$ cat config.mk
export PLATFORM = sky130hd
export DESIGN_NAME = rgmii_tx_sched
export DESIGN_NICKNAME = d
export VERILOG_FILES = /design/src/rtl/rgmii_pkg.sv /design/src/rtl/eth_crc32_d8.sv /design/src/rtl/rgmii_tx_sched.sv
export SDC_FILE = /design/constraint.sdc
export NUM_CORES = 1
export LEC_CHECK = 0
export BUFFER_PORTS_ARGS = -buffer_cell sky130_fd_sc_hd__buf_4
export CAP_MARGIN = 20
export CORE_UTILIZATION = 45
export CTS_CLUSTER_DIAMETER = 60
export DETAILED_ROUTE_END_ITERATION = 8
export SYNTH_ARGS = -nofsm -noshare
export SYNTH_HDL_FRONTEND = slang
export SYNTH_SLANG_ARGS = --single-unit
export TNS_END_PERCENT = 100
$ cat constraint.sdc
create_clock -name phy_tx_mux_clk -period 3.2 [get_ports phy_tx_mux_clk]
set_clock_uncertainty 0.1 [all_clocks]
set_input_delay 0.48 -clock phy_tx_mux_clk [delete_from_list [all_inputs] [get_ports phy_tx_mux_clk]]
set_output_delay 0.48 -clock phy_tx_mux_clk [all_outputs]
set_load 0.02 [all_outputs]
$ cat src/rtl/rgmii_pkg.sv
// Shared types and constants for the RGMII TX frame sequencer.
package rgmii_pkg;

  // Sequencer states; exported on the top's debug port.
  typedef enum logic [2:0] {
    ST_IDLE  = 3'd0,
    ST_PRE   = 3'd1,
    ST_SFD   = 3'd2,
    ST_PAY   = 3'd3,
    ST_PAD   = 3'd4,
    ST_FCS   = 3'd5,
    ST_DRAIN = 3'd6,
    ST_IFG   = 3'd7
  } state_e;

  localparam logic [7:0]  PREAMBLE_BYTE = 8'h55;
  localparam logic [7:0]  SFD_BYTE      = 8'hD5;
  localparam logic [31:0] CRC_INIT      = 32'hFFFFFFFF;
  localparam logic [31:0] CRC_RESIDUE   = 32'hC704DD7B;
  localparam logic [31:0] CRC_POLY_REFL = 32'hEDB88320;

  // phy_tx_mux_ctl encodings: [0] = TX_EN, [1] = TX_EN ^ TX_ER.
  localparam logic [1:0]  CTL_IDLE = 2'b00;
  localparam logic [1:0]  CTL_DATA = 2'b11;
  localparam logic [1:0]  CTL_ERR  = 2'b01;

  // One byte of the reflected IEEE 802.3 CRC-32 (LSB of the byte first).
  function automatic logic [31:0] crc32_d8_next(input logic [31:0] crc,
                                                input logic [7:0]  d);
    logic [31:0] c;
    c = crc ^ {24'h000000, d};
    for (int i = 0; i < 8; i++) begin
      c = c[0] ? ((c >> 1) ^ CRC_POLY_REFL) : (c >> 1);
    end
    return c;
  endfunction

endpackage

$ cat src/rtl/eth_crc32_d8.sv
// Byte-wide Ethernet CRC-32 accumulator; init wins over en.
module eth_crc32_d8
  import rgmii_pkg::*;
(
  input  logic        clk,
  input  logic        init,
  input  logic        en,
  input  logic [7:0]  d,
  output logic [31:0] crc
);

  logic [31:0] crc_q;

  // Registered CRC update: reload on init, fold in d on en, else hold.
  always_ff @(posedge clk) begin
    if (init) begin
      crc_q <= CRC_INIT;
    end else if (en) begin
      crc_q <= crc32_d8_next(crc_q, d);
    end
  end

  assign crc = crc_q;

endmodule

$ cat src/rtl/rgmii_tx_sched.sv
// Two-source frame sequencer feeding the RGMII TX DDR muxes: round-robin
// grant, preamble/SFD, zero padding, FCS append and inter-frame gap.
//
// Handshake: a source byte is transferred on a rising phy_tx_mux_clk edge
// where src_valid[g] & src_ready[g] are both high. src_ready depends only on
// the registered state, the granted source and reset -- never on src_valid --
// so a source may sample it and hold its byte until it is taken.
module rgmii_tx_sched
  import rgmii_pkg::*;
#(
  parameter int IFG_BYTES = 12,
  parameter int MIN_FRAME = 60,
  parameter int MAX_FRAME = 1514
) (
  input  logic        phy_tx_mux_clk,
  input  logic        reset,
  input  logic        enable,
  input  logic [1:0]  src_valid,
  input  logic [15:0] src_data,
  input  logic [1:0]  src_last,
  output logic [1:0]  src_ready,
  output logic [7:0]  phy_tx_mux_data,
  output logic [1:0]  phy_tx_mux_ctl,
  output logic        busy,
  output logic [15:0] frame_count,
  output logic [15:0] err_count,
  output state_e      dbg_state
);

  state_e      state_q, state_d;
  logic        g_q, g_d;          // granted source
  logic        pref_q, pref_d;    // source favoured when both request
  logic [10:0] cnt_q, cnt_d;      // source/pad bytes in the current frame
  logic [7:0]  sub_q, sub_d;      // position inside PRE, FCS or IFG
  logic [7:0]  data_q, data_d;
  logic [1:0]  ctl_q, ctl_d;
  logic [15:0] fc_q, fc_d;
  logic [15:0] ec_q, ec_d;

  logic        crc_init, crc_en;
  logic [7:0]  crc_din;
  logic [31:0] crc;
  logic [31:0] fcs;
  logic [7:0]  fcs_byte;
  logic [10:0] cnt_inc;

  logic        sel_valid, sel_last;
  logic [7:0]  sel_data;

  assign sel_valid = g_q ? src_valid[1] : src_valid[0];
  assign sel_last  = g_q ? src_last[1]  : src_last[0];
  assign sel_data  = g_q ? src_data[15:8] : src_data[7:0];
  assign fcs       = ~crc;
  assign cnt_inc   = cnt_q + 11'd1;

  eth_crc32_d8 u_crc (
    .clk  (phy_tx_mux_clk),
    .init (crc_init),
    .en   (crc_en),
    .d    (crc_din),
    .crc  (crc)
  );

  // FCS goes out least-significant byte first.
  always_comb begin
    fcs_byte = fcs[7:0];
    case (sub_q[1:0])
      2'd0:    fcs_byte = fcs[7:0];
      2'd1:    fcs_byte = fcs[15:8];
      2'd2:    fcs_byte = fcs[23:16];
      default: fcs_byte = fcs[31:24];
    endcase
  end

  // Ready is high only for the granted source while bytes are consumed;
  // forced low during reset so nothing is taken while the FSM is cleared.
  always_comb begin
    src_ready = 2'b00;
    if (!reset && (state_q == ST_PAY || state_q == ST_DRAIN)) begin
      src_ready = g_q ? 2'b10 : 2'b01;
    end
  end

  // Next-state logic and the byte/ctl pair to be registered onto the PHY.
  always_comb begin
    state_d  = state_q;
    g_d      = g_q;
    pref_d   = pref_q;
    cnt_d    = cnt_q;
    sub_d    = sub_q;
    data_d   = 8'h00;
    ctl_d    = CTL_IDLE;
    fc_d     = fc_q;
    ec_d     = ec_q;
    crc_init = 1'b0;
    crc_en   = 1'b0;
    crc_din  = 8'h00;

    case (state_q)
      ST_IDLE: begin
        if (enable && (src_valid != 2'b00)) begin
          // Both requesting: take the preferred one; otherwise the only one.
          g_d     = (src_valid == 2'b11) ? pref_q : src_valid[1];
          state_d = ST_PRE;
          sub_d   = 8'd0;
          cnt_d   = 11'd0;
        end
      end

      ST_PRE: begin
        data_d = PREAMBLE_BYTE;
        ctl_d  = CTL_DATA;
        if (sub_q == 8'd6) begin
          state_d = ST_SFD;
          sub_d   = 8'd0;
        end else begin
          sub_d = sub_q + 8'd1;
        end
      end

      ST_SFD: begin
        data_d   = SFD_BYTE;
        ctl_d    = CTL_DATA;
        crc_init = 1'b1;
        state_d  = ST_PAY;
      end

      ST_PAY: begin
        if (cnt_q == 11'(MAX_FRAME) || !sel_valid) begin
          // Oversize or underrun: one error symbol. Any byte taken now is
          // discarded; if it closed the frame there is nothing to drain.
          data_d  = 8'h00;
          ctl_d   = CTL_ERR;
          ec_d    = ec_q + 16'd1;
          sub_d   = 8'd0;
          state_d = (sel_valid && sel_last) ? ST_IFG : ST_DRAIN;
        end else begin
          data_d  = sel_data;
          ctl_d   = CTL_DATA;
          crc_en  = 1'b1;
          crc_din = sel_data;
          cnt_d   = cnt_inc;
          if (sel_last) begin
            sub_d   = 8'd0;
            state_d = (cnt_inc < 11'(MIN_FRAME)) ? ST_PAD : ST_FCS;
          end
        end
      end

      ST_PAD: begin
        data_d  = 8'h00;
        ctl_d   = CTL_DATA;
        crc_en  = 1'b1;
        crc_din = 8'h00;
        cnt_d   = cnt_inc;
        if (cnt_inc == 11'(MIN_FRAME)) begin
          sub_d   = 8'd0;
          state_d = ST_FCS;
        end
      end

      ST_FCS: begin
        data_d = fcs_byte;
        ctl_d  = CTL_DATA;
        if (sub_q == 8'd3) begin
          fc_d    = fc_q + 16'd1;
          sub_d   = 8'd0;
          state_d = ST_IFG;
        end else begin
          sub_d = sub_q + 8'd1;
        end
      end

      ST_DRAIN: begin
        if (sel_valid && sel_last) begin
          sub_d   = 8'd0;
          state_d = ST_IFG;
        end
      end

      ST_IFG: begin
        if (sub_q == 8'(IFG_BYTES - 1)) begin
          // Next contested grant goes to the source not just served.
          pref_d  = ~g_q;
          state_d = ST_IDLE;
        end else begin
          sub_d = sub_q + 8'd1;
        end
      end

      default: state_d = ST_IDLE;
    endcase
  end

  // State and output registers; reset truncates any frame with no error symbol.
  always_ff @(posedge phy_tx_mux_clk) begin
    if (reset) begin
      state_q <= ST_IDLE;
      g_q     <= 1'b0;
      pref_q  <= 1'b0;
      cnt_q   <= 11'd0;
      sub_q   <= 8'd0;
      data_q  <= 8'h00;
      ctl_q   <= CTL_IDLE;
      fc_q    <= 16'd0;
      ec_q    <= 16'd0;
    end else begin
      state_q <= state_d;
      g_q     <= g_d;
      pref_q  <= pref_d;
      cnt_q   <= cnt_d;
      sub_q   <= sub_d;
      data_q  <= data_d;
      ctl_q   <= ctl_d;
      fc_q    <= fc_d;
      ec_q    <= ec_d;
    end
  end

  assign phy_tx_mux_data = data_q;
  assign phy_tx_mux_ctl  = ctl_q;
  assign busy            = (state_q != ST_IDLE);
  assign frame_count     = fc_q;
  assign err_count       = ec_q;
  assign dbg_state       = state_q;

endmodule

==> results of run 1 <==
## area by class of cell
type	count	area (um2)
flip-flops and latches	98	1962
multi-input cells	490	3476
inverters	8	30.03
fillers	1148	5403
well taps	168	210.2
clock buffers	9	225.2
clock inverters	7	102.6
repair buffers	92	703.2
## layer usage
| layer | wire length [um] | vias to the layer above |
|---|---|---|
| met4 | 301 | 0 |
| met2 | 6846 | 115 |
| met3 | 602 | 20 |
| li1 | - | 2327 |
| met1 | 6803 | 2273 |
| met5 | 0 | - |
## timing repair
item | 4_1_cts | 5_1_grt
buffers inserted | 0 | 3
gates resized for setup | 0 | 0
setup endpoints to repair | 0 | 1
## sequential cells by signal, summed over array words and instances (netlist names)
register,flops
phy_tx_mux_ctl,2
u_crc.crc,32
pref_q,1
cnt_q,11
g_q,1
phy_tx_mux_data,8
sub_q,8
err_count,16
frame_count,16
dbg_state,3
## through the flow
stage                     hold WS (ps)  worst slack (ps)  instances  cell area (um2)
after CTS                        323.1             158.2        869             6674
final                            335.4             190.4        872             6709
after detailed placement         398.1             174.3        853             6346
after floorplan                  370.7             282.2        633             5615
after global placement           379.9             249.7        852             6339
after global routing             342.2             32.59        872             6709
## worst paths after layout
kind                    to  startpoint  slack [ps]
max reg2reg  u_crc.crc[19]    cnt_q[0]         190
min reg2reg         pref_q      pref_q         410
max          u_crc.crc[19]    cnt_q[0]         190
min                    g_q      enable         340
## synth_stat cells (all sizes together) (9+ instances only)
cell type and n:
nor3 12, xnor2 52, nand2 59, nand3 20
buf 9, nor2 71, clkbuf 28, nor2b 12
nand4 18, or3 15, mux2i 11, a21oi 45
dfxtp 98, o211ai 16, o21ai 21, xor2 56
## critical path, delay by kind of cell, from the launching register on
kind / cells / cell delay, ps
adder cells (fa/ha/maj): 1 / 200
XOR/XNOR: 4 / 1080
AND/OR/NAND/NOR: 2 / 670
AO/OA/AOI/OAI: 2 / 370
flip-flops: 1 / 370
buffers and inverters: 1 / 90
## cell families (layout without fill, tap and decap cells)
logic type      count (synthesis)  after routing  share of synthesized area
simple gates                  236            236                     0.2126
compound gates                126            126                     0.1435
xor+xnor                      109            109                     0.2235
flops                          98             98                     0.3494
buf+inv                        45            116                    0.03365
mux                            11             11                    0.01961
fa+ha+maj                       8              8                    0.01783
## where the power goes
group          switching, mW  internal (mW)  total [mW]
Combinational           1.47           1.25        2.72
Sequential             0.210           1.41        1.62
Clock                  0.503          0.692        1.19
Total                   2.18           3.35        5.54
==> results.ini, run 1 <==
[clock_tree]
cts_root_buf = clkbuf_16
clk_pin_slew_worst_paths_ps = 70
cts_sinks = 98
cts_tree = done
hold_buffers = 0
clk_latency_ps = 360
clock_path_buffers = 2
numCtsBuffers = 9
htreeDepth = 3

[status]
outcome = finished, final reports clean

[worst_setup_path]
start_kind = flop
critPathKind = flop to flop
cp.required_ps = 3330
cp_max_fo = 12
cp.arrival_ps = 3130
endpoint_kind = flop
r2r_cells = 10
cpPeakStageDelay_ps = 450
worstPathCellList = inv_1 -> ha_1 -> and4bb_1 -> a31o_4 -> or3_1 -> xor2_4 -> xnor2_4 -> xnor2_2 -> xnor2_1 -> o21ai_1
cpMaxStageDelayCell = or3_1

[hold_path]
min_path_cells = 3
hold_class = input port to flop

[timing]
hold_viol = 0
finalCriticalPeriod_ps = 3010
fin_setup_tns_ps = 0
worst_pin_slew_ps = 873.7
setup_viol = 0
max_clock_freq_mhz = 332.3
slew_viol_final = 0
fin_crit_sh = 0.9405
slew_headroom = 0.4161
grt_setup_unrepaired = false

[placed_design]
hpwl_mm = 10.46
gp_congestion = 0.8444
place.port_buffers = 70

[drt]
vias = 4735
drtPass1Iterations = 5
finalWirelength_mm = 14.55
drc = 0
ant_nets = 0
via_per_inst = 5.430
drtIter0Drc = 270
post_drt_wl_per_cell_um = 16.69

[die]
initial_utilization = 0.4636
die_y_um = 113.7
ioPinCount = 71
rows = 40
chipWidth_um = 113.7
dieArea_um2 = 12930
core_um2 = 12110

[final_layout]
drive_above_1_share = 0.2017
most-common-layout-cells = dfxtp_1 (98), buf_4 (91), nor2_1 (71)
antenna_cells = 0
nNetsFinal = 730
final_common_cell = dfxtp_1
fin_util = 0.5539
syn2layout_area_growth_pct = 19.47

[power]
power_mw = 5.536
ir_drop_v = 0.0003404
p_leak_nw = 2.595
cellPowerDensity_nw_per_um2 = 825.2

[logic_synthesis]
synth-edff-count = 0
synth_top_area_frac = 0.3494
synth_area_um2 = 5615
synth_seq_cells = 98
synth.area.top_cells = dfxtp_1 (35%), xor2_1 (7.2%), xnor2_1 (6.6%), nor2_1 (4.7%), a21oi_1 (4.0%)
synth_seq_area_share = 0.3494
syn_inst = 633
ys_warn_count = 0
synth_cell_types = 60
syn_area_per_cell_um2 = 8.871
synth_largest_area_cell = dfxtp_1
syn_nets = 664
synthArstFlopShare = 0
synth_ff_type = dfxtp_1

[global_routing]
grt.met1_usage = 0.3178
grt.total_usage = 0.2357
top_usage_layer = met2
use_met3 = 0.04357
use_met2 = 0.3715
grt_pass1_vias = 4381
antenna_found_initial = 0
grt_pass1_wl_mm = 23.53
grt_max_degree = 55
gr-total-overflow = 0

[run]
drv_cap = 0

Note: power is estimated with default switching activity, not from simulation.
==> inputs of run 2 (changes only) <==
- BUFFER_PORTS_ARGS: -buffer_cell sky130_fd_sc_hd__buf_4 -> default
- DONT_BUFFER_PORTS: default -> 1
- HOLD_SLACK_MARGIN: default -> 0.08
==> results.ini, run 2 (synthesis results as in run 1) <==
[status]
outcome = finished, final reports clean

[power]
power_mw = 5.447
p_leak_nw = 2.271
ir_drop_v = 0.0003393
cellPowerDensity_nw_per_um2 = 870.8

[timing]
grt_setup_unrepaired = false
timing.hold.ws_ps = 94.30
hold_viol = 0
fin_setup_tns_ps = 0
slew_viol_final = 0
max_clock_freq_mhz = 320.4
worst_slack_ps = 78.76
setup_viol = 0
slew_headroom = 0.4241
finalCriticalPeriod_ps = 3121
worst_pin_slew_ps = 861.8
fin_crit_sh = 0.9754

[global_routing]
gr-total-overflow = 0
use_met2 = 0.3756
top_usage_layer = met2
grt_pass1_vias = 4208
grt.met1_usage = 0.2647
antenna_found_initial = 0
grt.total_usage = 0.2252
grt_pass1_wl_mm = 22.01
use_met3 = 0.06748
grt_max_degree = 37

[final_layout]
final_cells = 809
final_area_um2 = 6255
syn2layout_area_growth_pct = 11.39
nNetsFinal = 667
antenna_cells = 0
largest_reg_flops = 32
fin_util = 0.5164
most-common-layout-cells = dfxtp_1 (98), nor2_1 (71), nand2_1 (59)
drive_above_1_share = 0.1186
final_common_cell = dfxtp_1

[die]
initial_utilization = 0.4636
die_y_um = 113.7
core_um2 = 12110
rows = 40
ioPinCount = 71
dieArea_um2 = 12930
chipWidth_um = 113.7

[drt]
finalWirelength_mm = 13.77
drtIter0Drc = 280
drtPass1Iterations = 5
post_drt_wl_per_cell_um = 17.01
drc = 0
vias = 4465
via_per_inst = 5.519
ant_nets = 0

[placed_design]
gp_congestion = 0.8455
post-place-ws_ps = 116.2
hpwl_mm = 9.568
post-place-cells = 789
place.port_buffers = 0
detailed_place.area_um2 = 5866

[worst_setup_path]
timing.rr.start = cnt_q[0]
cp.arrival_ps = 3270
reg2reg_to = u_crc.crc[19]
r2r_slack_ps = 80
cp.required_ps = 3350
endpoint_kind = flop
r2r_cells = 10
critPathKind = flop to flop
cp_max_fo = 12
start_kind = flop
crit_path_start = cnt_q[0]
setup.worst_path.end = u_crc.crc[19]

[clock_tree]
clk_pin_slew_worst_paths_ps = 70
hold_buffers = 4
cts_root_buf = clkbuf_16
cts_resized = 0
clock_path_buffers = 2
clk_latency_ps = 360
cts_tree = done
cts_setup_buffers = 0
htreeDepth = 3
numCtsBuffers = 9
cts_sinks = 98

[hold_path]
hold_class = input port to flop
min_path_cells = 1

[run]
drv_cap = 0

-- run 2: how the worst min path moves through the flow --
stage | to | start | slack [ps]
final | err_count[4] | reset | 90
after global routing | err_count[4] | reset | 90
after CTS | err_count[4] | reset | 80
after detailed placement | pref_q | pref_q | 390
after global placement | pref_q | pref_q | 380
after floorplan | sub_q[7] | sub_q[7] | 370
-- run 2: final cells by class --
| type | instances | area (um2) |
|---|---|---|
| clock inverter | 5 | 86.33 |
| fill | 1167 | 5857 |
| timing repair buffer | 29 | 237.7 |
| clock buffer | 11 | 252.7 |
| tap | 168 | 210.2 |
| multi-input combinational | 490 | 3476 |
| sequential | 98 | 1962 |
| inverter | 8 | 30.03 |
-- run 2: metal layers --
layer	wire length (um)	part of all wire
met1	5759	0.42
met2	6696	0.49
met3	911	0.066
met4	398	0.029
met5	0	0
-- run 2: report_power, final --
group          internal, mW  switching [mW]
registers              1.41           0.237
clock network         0.732           0.494
logic                  1.17            1.41
total                  3.31            2.14
-- run 2: critical path: stages (launching register included) --
cell      delay, ps
dfxtp_1         370
inv_1            90
ha_1            200
and4bb_1        220
a31o_4          300
or3_1           460
xor2_4          330
xnor3_2         530
xnor2_2         190
xnor2_1         150
o21ai_1          70
